`src/rtl/core_host_ctrl.sv`:
```
// core_host_ctrl: host-side job sequencer for the 9-bit-ISA core.
// Per job: LOAD operand bytes into data memory, KICK (reset) the core, RUN until done,
// then DRAIN result bytes out over a valid/ready stream. Host owns memory except in RUN.
// Optional build macro: CORE_WDOG_EN adds a RUN-cycle watchdog (TIMEOUT) and sticky timeout_err.
//
// Handshakes: a beat transfers on a rising clk edge where valid && ready are both high.
// A producer holds valid and data stable until the beat transfers. The consumer may
// change ready freely. in_* is accepted only in LOAD. out_* is produced only in DRAIN.
module core_host_ctrl #(
  parameter int AW        = 8,
  parameter int DW        = 8,
  parameter int LOAD_BASE = 0,
  parameter int LOAD_LEN  = 64,
  parameter int RES_BASE  = 64,
  parameter int RES_LEN   = 32,
  parameter int TIMEOUT   = 4096
) (
  input  logic          clk,
  input  logic          reset,
  input  logic          start,
  input  logic          in_valid,
  input  logic [DW-1:0] in_data,
  output logic          in_ready,
  output logic          core_reset,
  output logic          core_req,
  input  logic          core_done,
  output logic          mem_sel,
  output logic          mem_wr_en,
  output logic [AW-1:0] mem_addr,
  output logic [DW-1:0] mem_wr_data,
  input  logic [DW-1:0] mem_rd_data,
  output logic          out_valid,
  output logic [DW-1:0] out_data,
  input  logic          out_ready,
  output logic          busy,
  output logic          timeout_err,
  output logic [2:0]    state_dbg
);

  typedef enum logic [2:0] {
    S_IDLE  = 3'd0,
    S_LOAD  = 3'd1,
    S_KICK  = 3'd2,
    S_RUN   = 3'd3,
    S_DRAIN = 3'd4
  } state_t;

  localparam logic [AW:0]   LOAD_LAST = (AW+1)'(LOAD_LEN - 1);
  localparam logic [AW:0]   RES_CNT   = (AW+1)'(RES_LEN);
  localparam logic [AW:0]   CNT_ONE   = (AW+1)'(1);
  localparam logic [AW-1:0] LOAD_A    = AW'(LOAD_BASE);
  localparam logic [AW-1:0] RES_A     = AW'(RES_BASE);

  state_t        state;
  logic [AW:0]   cnt;        // beat counter, one bit wider so 2**AW fits
  logic          run_first;  // first RUN cycle: core PC still settling, ignore done
  logic          in_hs;
  logic          load_slot;
  logic [AW-1:0] load_addr;
  logic [AW-1:0] res_addr;

`ifdef CORE_WDOG_EN
  logic [15:0] wdog_cnt;
  logic        wdog_hit;
  assign wdog_hit = (wdog_cnt == 16'(TIMEOUT - 1));
`else
  logic unused_timeout;
  assign unused_timeout = ^TIMEOUT;
  assign timeout_err    = 1'b0;
`endif

  // Address arithmetic wraps mod 2**AW by truncation.
  assign load_addr = LOAD_A + cnt[AW-1:0];
  assign res_addr  = RES_A + cnt[AW-1:0];
  assign in_hs     = (state == S_LOAD) && in_valid;
  assign load_slot = (state == S_DRAIN) && (!out_valid || out_ready);

  // State-decoded outputs; core_reset also follows the block reset directly.
  always_comb begin
    in_ready    = (state == S_LOAD);
    core_req    = (state == S_RUN);
    core_reset  = reset || (state == S_KICK) || (state == S_DRAIN);
    mem_sel     = (state != S_RUN);
    busy        = (state != S_IDLE);
    mem_wr_en   = in_hs;
    mem_wr_data = in_hs ? in_data : '0;
    mem_addr    = '0;
    if (in_hs)
      mem_addr = load_addr;
    else if (load_slot)
      mem_addr = res_addr;
    state_dbg   = state;
  end

  // Sequencer FSM with registered result stream and counters.
  always_ff @(posedge clk or posedge reset) begin
    if (reset) begin
      state       <= S_IDLE;
      cnt         <= '0;
      run_first   <= 1'b0;
      out_valid   <= 1'b0;
      out_data    <= '0;
`ifdef CORE_WDOG_EN
      wdog_cnt    <= '0;
      timeout_err <= 1'b0;
`endif
    end else begin
      case (state)
        S_IDLE: begin
          if (start) begin
            state <= S_LOAD;
            cnt   <= '0;
`ifdef CORE_WDOG_EN
            timeout_err <= 1'b0;
`endif
          end
        end
        S_LOAD: begin
          if (in_valid) begin
            if (cnt == LOAD_LAST) begin
              cnt   <= '0;
              state <= S_KICK;
            end else begin
              cnt <= cnt + CNT_ONE;
            end
          end
        end
        S_KICK: begin
          state     <= S_RUN;
          run_first <= 1'b1;
`ifdef CORE_WDOG_EN
          wdog_cnt  <= '0;
`endif
        end
        S_RUN: begin
          run_first <= 1'b0;
`ifdef CORE_WDOG_EN
          wdog_cnt  <= wdog_cnt + 16'd1;
`endif
          // done wins over a coincident timeout
          if (core_done && !run_first) begin
            state <= S_DRAIN;
          end
`ifdef CORE_WDOG_EN
          else if (wdog_hit) begin
            timeout_err <= 1'b1;
            state       <= S_DRAIN;
          end
`endif
        end
        S_DRAIN: begin
          if (load_slot) begin
            if (cnt == RES_CNT) begin
              out_valid <= 1'b0;
              cnt       <= '0;
              state     <= S_IDLE;
            end else begin
              out_data  <= mem_rd_data;
              out_valid <= 1'b1;
              cnt       <= cnt + CNT_ONE;
            end
          end
        end
        default: state <= S_IDLE;
      endcase
    end
  end

endmodule

```
`config.mk`:
```
export PLATFORM = sky130hd
export DESIGN_NAME = core_host_ctrl
export DESIGN_NICKNAME = d
export VERILOG_FILES = /design/src/rtl/core_host_ctrl.sv
export SDC_FILE = /design/constraint.sdc
export NUM_CORES = 1
export LEC_CHECK = 0
export ABC_AREA = 1
export CAP_MARGIN = 20
export CORE_MARGIN = 2
export CORE_UTILIZATION = 40
export CTS_CLUSTER_SIZE = 12
export DETAILED_ROUTE_END_ITERATION = 8
export DONT_BUFFER_PORTS = 1
export PLACE_DENSITY_LB_ADDON = 0.2
export REMOVE_ABC_BUFFERS = 1
export SYNTH_ARGS = -nofsm -noshare
export SYNTH_HDL_FRONTEND = slang
export SYNTH_SLANG_ARGS = --single-unit
```
`constraint.sdc`:
```
create_clock -name clk -period 1.7 [get_ports clk]
set_clock_uncertainty 0.15 [all_clocks]
set_input_delay 0.17 -clock clk [delete_from_list [all_inputs] [get_ports clk]]
set_output_delay 0.17 -clock clk [all_outputs]
set_load 0.02 [all_outputs]
```
# Word-level counts from Yosys, hierarchy flattened

Index checks and enable logic that the tools add are counted.

Register bits: 22
Input port bits: 22
Output and inout bits: 35
Word-level logic and storage cells: 55

Add/sub/neg operators: 2
Equality and inequality tests: 13
Multiplexer cells: 18
Bitwise gates (word level): 1
Reduce and logical (&&, ||, !) cells: 16

Operators with widths:

| kind                                                                    | count |
|---|---|
| 9-bit 2-to-1 mux                                                        | 5 |
| 9-bit one-hot mux with 3 select lines                                   | 1 |
| 8-bit 2-to-1 mux                                                        | 3 |
| 9-bit by 6-bit equality test with 1-bit output, second input constant   | 2 |
| 3-bit 2-to-1 mux                                                        | 6 |
| 3-bit one-hot mux with 5 select lines                                   | 1 |
| 9-bit by 1-bit adder with 9-bit output, second input constant           | 1 |
| 7-bit by 8-bit adder with 8-bit output, first input constant            | 1 |
| 3-bit by 2-bit equality test with 1-bit output, second input constant   | 2 |
| 2-bit by 1-bit inequality test with 1-bit output, second input constant | 3 |
| 2-bit inequality test, second input constant                            | 3 |
| 6-bit AND reduction                                                     | 1 |
| 3-bit nonzero test                                                      | 2 |
| 4-bit AND reduction                                                     | 1 |
| 3-bit by 1-bit equality test with 1-bit output, second input constant   | 1 |
| 3-bit equality test, second input constant                              | 1 |
| 1-bit logical AND                                                       | 3 |
| 3-bit zero test                                                         | 1 |
| 1-bit logical OR                                                        | 3 |
| 3-bit by 2-bit inequality test with 1-bit output, second input constant | 1 |
| 3-bit AND reduction                                                     | 1 |
| 1-bit zero test                                                         | 2 |
| 1-bit one-hot mux with 2 select lines                                   | 1 |
| 2-bit AND reduction                                                     | 1 |
| 3 further kinds                                                         | 3 |

# Depth between registers and ports, before layout

Gate-level depths: netlist (run 1).

Word-level depth: 5
Gate-level depth with buffers: 11
Gate-level depth less buffers: 11

# Least setup slack after synthesis (run 1)

No wires, ideal clock.

Kind: reg-to-output
From: register state[2] (netlist: state_dbg[2])
To: output mem_addr[7]
Arrival: 1.659 ns
Data required time: 1.380 ns
Setup slack: -0.279 ns
Cell stages (with the launch flop): 6
Path through: dfrtp_1 -> nor2_2 -> nand2_1 -> nor2_2 -> inv_2 -> o21ai_0

Elaborated cells on any way between the ends: 6

RTL lines:

| element                                        | line | text |
|---|---|---|
| start: declaration                             | 54   | `state_t state;` |
| start signal: assignment                       | 98   | `state <= S_IDLE;` |
| start signal: assignment                       | 111  | `state <= S_LOAD;` |
| start signal: assignment                       | 122  | `state <= S_KICK;` |
| 3-bit by 1-bit equality test with 1-bit output | 75   | `assign in_hs = (state == S_LOAD) && in_valid;` |
| 1-bit logical AND                              | 75   |  |
| via mem_wr_en                                  | 28   | `output logic mem_wr_en,` |
| 8-bit 2-to-1 mux                               | 88   | `if (in_hs)` |
| end: declaration                               | 29   | `output logic [AW-1:0] mem_addr,` |

The timed path passes the listed nets, and every way through them passes these cells.

# Worst setup path in the final report (run 1)

From: register state[1] (netlist: state_dbg[1])
To: output mem_addr[6]

Longest elaborated chain between the ends: 4
Elaborated cells on any way between the ends: 6

RTL lines:

| element              | line | text |
|---|---|---|
| 3-bit equality test  | 76   | `assign load_slot = (state == S_DRAIN) && (!out_valid \|\| out_ready);` |
| 1-bit logical AND    | 76   |  |
| 8-bit 2-to-1 mux     | 90   | `else if (load_slot)` |
| 8-bit 2-to-1 mux (*) | 88   |  |

Mark *: on every way between the ends. The rest lies on a longest branch, timed or not.

==> impl_metrics.json, run 1 <==
{
  "status": "finished, violations left",
  "violations": "setup timing",
  "setup_viol": 29,
  "async_reset_ff_share_pct": 100,
  "synthToLayoutAreaGrowth_pct": 64.0,
  "whs_ps": 33.6,
  "drive_gt1_share_pct": 39.2,
  "antenna_found_initial": 0,
  "ys_warn_count": 0,
  "grt_usage_pct": 19.9,
  "fin_cells": 319,
  "synth-edff-count": 0,
  "synth_flop_cell": "dfrtp_1",
  "power.density_nw_per_um2": 1660,
  "min_path_cells": 3,
  "fmax_ghz": 0.510,
  "dp.cells": 286,
  "peakVddDrop_uv": 741,
  "cts_num_sinks": 22,
  "nets": 300,
  "die_h_um": 62.8,
  "syn_inst": 207,
  "synth_area_per_cell_um2": 6.69,
  "dieArea_um2": 3950,
  "post-route-period-util_pct": 115,
  "route.detailed.drc": 0,
  "grt_first_pass_wirelength_um": 6370,
  "drtIter0Drc": 72,
  "register_area_um2": 553,
  "top_usage_layer": "met2",
  "numCtsBuffers": 3,
  "cts.clk_slew.worst_paths_ps": 140,
  "crit_required_ps": 1380,
  "worst_setup_path_start_kind": "flop",
  "wire_per_inst_um": 13.0,
  "wl_um": 4160,
  "synthTopCellsByArea": "dfrtp_1, nand2_1, inv_1, nand3_1, nor2_1",
  "grtUsageMet2_pct": 35.5,
  "rsz0062_at_grt": "yes",
  "h-tree-depth": 1,
  "power.leakage_uw": 0.00121,
  "preCtsSetupSlack_ps": 23.3,
  "cts_tree": "yes",
  "cts_root_buf": "clkbuf_4",
  "worst_slack_ps": -261,
  "reg2reg_depth": 10,
  "final_cell_area_um2": 2270,
  "drtAntennaViolNets": 0,
  "overflow": 0,
  "synth_cell_types": 20,
  "num_vias": 1547,
  "coreArea_um2": 3340,
  "viasPerCell": 4.85,
  "grt_max_degree": 23,
  "path_max_fanout": 4,
  "critPathArrivalTime_ps": 1640,
  "row_count": 21,
  "yosys.area.top_type_share_pct": 39.7,
  "fillers": 274,
  "initial_core_util_pct": 41.5,
  "insertion_delay_ps": 320,
  "end_kind": "output pin",
  "place_area_um2": 1690,
  "min_path_type": "input pin to flop",
  "multi_input_area_um2": 838,
  "gp_congestion": 0.820,
  "synth.most_common_cell": "nand2_1",
  "cap_violations": 0,
  "die_x_um": 62.8,
  "dpl.hpwl_um": 2570,
  "portBuffers": 0,
  "yosysSeqAreaShare_pct": 39.7,
  "netlist_area_um2": 1390,
  "io-pin-count": 57,
  "n_antenna_cell": 0,
  "final_max_slew_viol_count": 0,
  "synth_top_area_cell": "dfrtp_1",
  "ys_ff_latch": 22,
  "clk_path_buf_depth": 2,
  "met3_usage_pct": 5.77,
  "power_uw": 3780,
  "hold_viol": 0,
  "grt_pass1_vias": 1406,
  "post-route-min-period_ps": 1960,
  "crit_type": "flop to output pin",
  "grt.met1_usage_pct": 22.6,
  "firstDrtPassIters": 4,
  "synthTopCellsByCount": "nand2_1, inv_1, nor2_1"
}
==> critical path, cell delays in order, from the launching register on <==
cell and delay [ps]:
dfrtp_2 480, nor2_4 160, nand2_4 70, nor2_4 150
buf_4 170, nand2_1 50, o21ai_0 70, buf_4 170
==> through the flow <==
| stage | utilization [%] | TNS, ps |
|---|---|---|
| 2_1_floorplan | - | -4760 |
| 3_3_place_gp | 50.7 | 0 |
| 3_5_place_dp | 50.7 | 0 |
| 4_1_cts | 60.2 | -3090 |
| 5_1_grt | 68.1 | -6880 |
| 6_report | 68.1 | -5400 |
==> sequential cells by signal, summed over array words and instances (netlist names) <==
name / cells
run_first: 1
out_valid: 1
cnt: 9
out_data: 8
state_dbg: 3
==> layout by cell type (no fill, tap or decap), drive strengths merged <==
cell	n
nand3	25
clkbuf	3
dfrtp	22
bufinv	1
nand2	64
nor2	32
nor3	2
nand4	2
a21oi	6
and3	1
buf	56
inv	37
conb	1
o21ai	7
dlygate4sd3	10
ha	4
==> power breakdown <==
part / switching (uW) / leakage [uW] / total, uW / internal (uW)
clock network: 185 / 0.0000279 / 423 / 239
logic: 1350 / 0.000893 / 2390 / 1040
registers: 262 / 0.000286 / 961 / 699
total: 1800 / 0.00121 / 3780 / 1980
==> kinds of logic after synthesis <==
kind of cell / synth area share (%)
AO/OA/AOI/OAI: 4.70
AND/OR/NAND/NOR: 39.6
other: 0.271
adder cells (fa/ha/maj): 3.61
buffers and inverters: 12.1
flip-flops: 39.7
==> routing by layer <==
metal	wire length (um)	up-vias	part of all wire, %
met2	2110	52	51
met3	220	10	5.3
met5	0	-	0
met1	1760	721	42
li1	-	764	-
met4	74	0	1.8
==> final timing paths <==
check                                  start           end  slack [ps]
worst max-delay path            state_dbg[1]   mem_addr[6]        -260
worst min-delay path               out_ready  state_dbg[2]          30
worst max register to register  state_dbg[1]        cnt[8]        -200
worst min register to register     run_first     run_first         380
max in group asynchronous              reset  state_dbg[1]         890
min in group asynchronous              reset   out_data[2]         260
==> repair_timing <==
item	CTS	global route
hold endpoints to repair	31	0
pin swaps	5	13
endpoints found under the setup margin	21	43
hold buffers	10	0
gates resized for setup	30	55
setup buffers	9	11
==> layout make-up <==
cell class              count  share of cell area [%]
clock buffers               3                   0.991
clock inverters             1                    1.32
inverters                  37                    6.99
multi-input cells         144                    36.9
flip-flops and latches     22                    24.3
well taps                  46                    2.53
repair buffers             66                    26.9
(Power assumes the default switching activity.)
==> inputs of run 2 (changes only) <==
--- a/config.mk
+++ b/config.mk
@@ -9,6 +9,7 @@
 export CAP_MARGIN = 20
 export CORE_MARGIN = 2
 export CORE_UTILIZATION = 40
+export CTS_CLUSTER_DIAMETER = 50
 export CTS_CLUSTER_SIZE = 12
 export DETAILED_ROUTE_END_ITERATION = 8
 export DONT_BUFFER_PORTS = 1
==> constraint.sdc (replaced) <==
create_clock -name clk -period 1.8 [get_ports clk]
set_clock_uncertainty 0.15 [all_clocks]
set_input_delay 0.18 -clock clk [delete_from_list [all_inputs] [get_ports clk]]
set_output_delay 0.18 -clock clk [all_outputs]
set_load 0.02 [all_outputs]
==> run 2 against run 1 <==
  * The flow still finishes with violations (setup timing)
  * Register-to-register slack gained 280 ps
  * First-iteration DRC count shrank 42%
  * Flip-flop and latch count is the same
  * Non-clock buffer count shrank 16
  * Critical path type unchanged
==> impl_metrics.json, run 2 (same netlist as run 1, synthesis figures left out) <==
{
  "drtAntennaViolNets": 0,
  "dpl.hpwl_um": 2470,
  "nets": 284,
  "final_common_cell": "nand2_1",
  "final_core_util_pct": 60.2,
  "cap_violations": 0,
  "num_vias": 1415,
  "tns_ps": -1620,
  "path_max_fanout": 7,
  "initial_core_util_pct": 41.5,
  "post-route-period-util_pct": 107,
  "io-pin-count": 57,
  "crit_type": "flop to output pin",
  "grt_pass1_vias": 1231,
  "status": "finished, violations left",
  "power.density_nw_per_um2": 1470,
  "dieArea_um2": 3950,
  "fillers": 325,
  "regMostFlops": "cnt",
  "register_area_um2": 551,
  "viasPerCell": 4.67,
  "post-route-min-period_ps": 1930,
  "path_buf_inv": 4,
  "cts_tree": "yes",
  "cp_slowest_stage_delay_ps": 400,
  "drive_gt1_share_pct": 32.3,
  "rsz0062_at_grt": "yes",
  "path_cells": "buf_4 > nand2_2 > nor2_4 > inv_2 > nand2_2 > inv_4 > nor2_1 > buf_4",
  "antenna_found_initial": 0,
  "peakVddDrop_uv": 780,
  "final_max_slew_viol_count": 0,
  "row_count": 21,
  "multi_input_area_um2": 769,
  "wl_um": 3560,
  "pwr-share-seq_pct": 30.2,
  "worst_slack_ps": -128,
  "grt_usage_pct": 17.7,
  "setup_viol": 16,
  "largest_reg_flops": 9,
  "wire_per_inst_um": 11.7,
  "crit_required_ps": 1470,
  "layout_common_cells": "nand2_1, buf_4, inv_1",
  "route.detailed.drc": 0,
  "p_clk_share_pct": 13.1,
  "cts.clk_slew.worst_paths_ps": 130,
  "coreArea_um2": 3340,
  "clk_path_buf_depth": 2,
  "cts_num_sinks": 22,
  "gp_congestion": 0.808,
  "portBuffers": 0,
  "die_h_um": 62.8,
  "critPathArrivalTime_ps": 1600,
  "power.leakage_uw": 0.00110,
  "p_int_uw": 1510,
  "drtIter0Drc": 42,
  "critical_path.top_delay_family": "buffers and inverters",
  "h-tree-depth": 1,
  "hold_viol": 0,
  "end_kind": "output pin",
  "overflow": 0,
  "combPwrFrac_pct": 56.7,
  "synthToLayoutAreaGrowth_pct": 45.0,
  "cts_root_buf": "clkbuf_4",
  "min_path_type": "input pin to flop",
  "fmax_ghz": 0.519,
  "p_switching_uw": 1440,
  "firstDrtPassIters": 4,
  "numCtsBuffers": 3,
  "r2r_slack_ps": 80,
  "insertion_delay_ps": 310,
  "worst_setup_path_start_kind": "flop",
  "slowest_stage": "dfrtp_1",
  "grt_first_pass_wirelength_um": 5680,
  "grt_max_degree": 23,
  "n_antenna_cell": 0,
  "violations": "setup timing",
  "power_switching_share_pct": 48.9,
  "die_x_um": 62.8,
  "whs_ps": 212
}
==> run 2: timing repair <==
| item | CTS | global route |
|---|---|---|
| setup buffers | 5 | 5 |
| endpoints found under the setup margin | 16 | 34 |
| gates resized for setup | 7 | 42 |
| endpoints found under the hold margin | 32 | 0 |
| hold buffers | 11 | 0 |
| pin swaps | 4 | 9 |
| gates cloned | 0 | 0 |
==> run 2: stage by stage <==
| step | std cells | power (uW) | cell area [um^2] | setup slack (ps) |
|---|---|---|---|---|
| finish | 303 | 2950 | 2010 | -128 |
| global route | 303 | 3160 | 2010 | -228 |
| CTS | 298 | 2760 | 1850 | -114 |
| detailed placement | 278 | 2250 | 1630 | 66.3 |
| global placement | 278 | 2240 | 1630 | 80.5 |
| floorplan | 203 | 1830 | 1360 | -328 |
==> run 2: final cells by class <==
class / instances / area share, %
clock buffer: 3 / 1.12
clock inverter: 1 / 1.50
inverter: 37 / 7.04
multi-input combinational: 144 / 38.3
sequential: 22 / 27.4
tap: 46 / 2.87
timing repair buffer: 50 / 21.7
==> run 2: tightest hold or removal path, stage by stage <==
cell,delay [ps]
inv_1,30
nand3_1,90
nand2_2,130
nor2_8,90
o21ai_1,110
==> run 2: final timing paths <==
kind                              start           end  cells past startpoint
max                        state_dbg[0]   mem_addr[0]                      8
min                               start        cnt[1]                      5
max reg2reg                state_dbg[1]  state_dbg[0]                     10
min reg2reg                   run_first     run_first                      2
max in group asynchronous         reset        cnt[6]                      3
min in group asynchronous         reset  state_dbg[2]                      3
==> run 2: power groups by stage <==
stage | combinational [uW] | sequential (uW) | clock (uW)
2_1_floorplan | 895 | 939 | 0
3_3_place_gp | 1350 | 893 | 0
6_report | 1670 | 889 | 388
3_5_place_dp | 1360 | 891 | 0
5_1_grt | 1830 | 910 | 417
4_1_cts | 1480 | 879 | 395
==> run 2: routing by layer <==
layer | up-vias | global-route usage (%) | wire length (um)
met5 | - | 0 | 0
met4 | 0 | 3.33 | 21
met3 | 2 | 3.96 | 200
met2 | 43 | 30.6 | 1730
met1 | 638 | 22.7 | 1610
li1 | 732 | - | -
==> inputs of run 3 (changes only) <==
--- a/config.mk
+++ b/config.mk
@@ -5,7 +5,7 @@
 export SDC_FILE = /design/constraint.sdc
 export NUM_CORES = 1
 export LEC_CHECK = 0
-export ABC_AREA = 1
+export ABC_AREA = 0
 export CAP_MARGIN = 20
 export CORE_MARGIN = 2
 export CORE_UTILIZATION = 40
==> run 3 against run 2 <==
  * The flow still finishes with violations (setup timing)
  * Fmax fell by 2.0%
  * Sequential power decreased by 2.5%
  * Synthesized area grew 6.3%
  * Worst hold slack worse by 170 ps
  * Sequential share of layout area fell by 2.8 points
  * Routed wire length grew 14%
  * Synthesized cell count down 29%
  * Largest cell class unchanged
  * Highest routed layer unchanged
==> impl_metrics.json, run 3 <==
{
  "cts.clk_slew.worst_paths_ps": 80,
  "synthToLayoutAreaGrowth_pct": 52.0,
  "post-route-min-period_ps": 1970,
  "final_max_slew_viol_count": 0,
  "async_reset_ff_share_pct": 100,
  "crit_required_ps": 1470,
  "synthTopCellsByArea": "dfrtp_1, mux2_4, buf_6, and3_1, ha_1",
  "numCtsBuffers": 3,
  "clk_path_buf_depth": 2,
  "synth_cell_types": 45,
  "min_path_cells": 2,
  "antenna_found_initial": 0,
  "gp_congestion": 0.836,
  "cts_tree": "yes",
  "fmax_ghz": 0.509,
  "cap_violations": 0,
  "grt_usage_pct": 19.4,
  "final_core_util_pct": 62.1,
  "synth_top_area_cell": "dfrtp_1",
  "holdPathEnd": "state_dbg[0]",
  "layout_common_cells": "buf_4, dfrtp_1, buf_6",
  "setup_viol": 31,
  "reg2reg_depth": 5,
  "overflow": 0,
  "r2r-start": "state_dbg[2]",
  "peakVddDrop_uv": 616,
  "syn_inst": 148,
  "ys_ff_latch": 22,
  "power.density_nw_per_um2": 1710,
  "coreArea_um2": 3610,
  "synth_flop_cell": "dfrtp_1",
  "viasPerCell": 5.33,
  "nets": 234,
  "drtAntennaViolNets": 0,
  "place_area_um2": 1810,
  "synth.most_common_cell": "dfrtp_1",
  "firstDrtPassIters": 4,
  "fillers": 271,
  "yosysSeqAreaShare_pct": 37.4,
  "io-pin-count": 57,
  "status": "finished, violations left",
  "regMostFlops": "cnt",
  "rsz0062_at_grt": "yes",
  "worst_slack_ps": -166,
  "route.detailed.drc": 0,
  "die_h_um": 64.7,
  "worst_setup_path_start_kind": "flop",
  "critPathArrivalTime_ps": 1640,
  "power_uw": 3840,
  "die_x_um": 64.7,
  "power.leakage_uw": 0.00103,
  "hp-start": "start",
  "wire_per_inst_um": 15.9,
  "whs_ps": 38.9,
  "largest_reg_flops": 9,
  "initial_core_util_pct": 40.8,
  "post-route-period-util_pct": 109,
  "end_kind": "output pin",
  "synth_area_per_cell_um2": 9.95,
  "netlist_area_um2": 1470,
  "synth-edff-count": 0,
  "dieArea_um2": 4180,
  "n_antenna_cell": 0,
  "h-tree-depth": 1,
  "cts_root_buf": "clkbuf_8",
  "num_vias": 1358,
  "r2r_slack_ps": -90,
  "insertion_delay_ps": 260,
  "path_max_fanout": 4,
  "yosys.area.top_type_share_pct": 37.4,
  "final_cell_area_um2": 2240,
  "drtIter0Drc": 60,
  "hold_viol": 0,
  "r2r-end": "cnt[2]",
  "synthTopCellsByCount": "dfrtp_1, nand2_1, nor2_1",
  "grt_max_degree": 23,
  "min_path_type": "input pin to flop",
  "tns_ps": -2230,
  "final_common_cell": "buf_4",
  "drive_gt1_share_pct": 52.2,
  "ys_warn_count": 0,
  "portBuffers": 0,
  "grt_first_pass_wirelength_um": 6310,
  "wl_um": 4050,
  "row_count": 22,
  "violations": "setup timing",
  "grt_pass1_vias": 1324,
  "cts_num_sinks": 22,
  "dpl.hpwl_um": 2830,
  "crit_type": "flop to output pin"
}
[run 3: cell types whose count changed in the layout (fill, tap and decap cells not counted), sizes merged, moves of 4 or more]
cell and delta:
nor2b +5, nor2 -21, mux2 +8, inv -28, buf +16, o211ai +5, nand2 -51, and3 +7
or3 +4, o221ai +4, nand3 -22, and2 +4
[run 3: layout make-up]
class                   instances  area [um^2]  area share [%]
flip-flops and latches         22          551            24.6
well taps                      48         60.1            2.68
clock inverters                 1         30.0            1.34
multi-input cells             108          963            43.0
inverters                       9         33.8            1.51
clock buffers                   3         41.3            1.84
repair buffers                 64          559            25.0
[run 3: what timing repair did]
item / 4_1_cts / 5_1_grt
pin swaps: 14 / 12
buffers inserted: 7 / 4
resized for setup: 40 / 24
cloned: 1 / 0
endpoints found under the setup margin: 34 / 36
endpoints found under the hold margin: 30 / 0
hold buffers: 9 / 0
[run 3: worst max-delay path by stage]
| stage | start | to | slack, ps | depth (start not counted) |
|---|---|---|---|---|
| detailed placement | state_dbg[2] | out_data[5] | -140 | 5 |
| global placement | state_dbg[0] | cnt[6] | -90 | 6 |
| finish | state_dbg[2] | mem_addr[7] | -170 | 5 |
| global route | state_dbg[1] | mem_addr[5] | -210 | 5 |
| CTS | state_dbg[1] | mem_addr[6] | -160 | 4 |
| floorplan | state_dbg[1] | mem_addr[2] | -980 | 4 |
[run 3: logic make-up (layout without fill, tap and decap cells)]
family                     count (synthesis)  in the layout  synth area share (%)
adders and majority gates                  4              4                  3.40
other                                      1              1                 0.255
xor gates and xnor gates                   1              1                 0.595
buffers and inverters                     18             77                  7.48
muxes                                      9              9                  8.84
DFF                                       22             22                  37.4
and+or+nand+nor                           63             63                  23.7
AOI/OAI and AO/OA                         30             30                  18.4
[run 3: worst max-delay path, stage by stage (launching register included)]
cell and delay, ps:
dfrtp_1 390, or3b_4 430, nor2_4 170, buf_4 130, buf_6 80, a22o_4 160
[run 3: power breakdown]
group | leakage, uW | total, uW | internal [uW] | switching (uW)
registers | 0.000267 | 867 | 668 | 199
clock network | 0.0000357 | 468 | 297 | 171
logic | 0.000725 | 2500 | 1230 | 1280
[run 3: layer usage]
layer	vias to the layer above	wire (um)	GRT usage, %
li1	642	-	-
met1	674	1710	23.7
met2	34	2130	34.4
met3	8	135	3.30
met4	0	72	6.65
met5	-	0	0
[run 3: stage by stage]
stage | setup slack (ps) | cells
6_report | -166 | 255
5_1_grt | -212 | 255
4_1_cts | -156 | 251
3_5_place_dp | -140 | 232
3_3_place_gp | -93.6 | 232
2_1_floorplan | -982 | 139
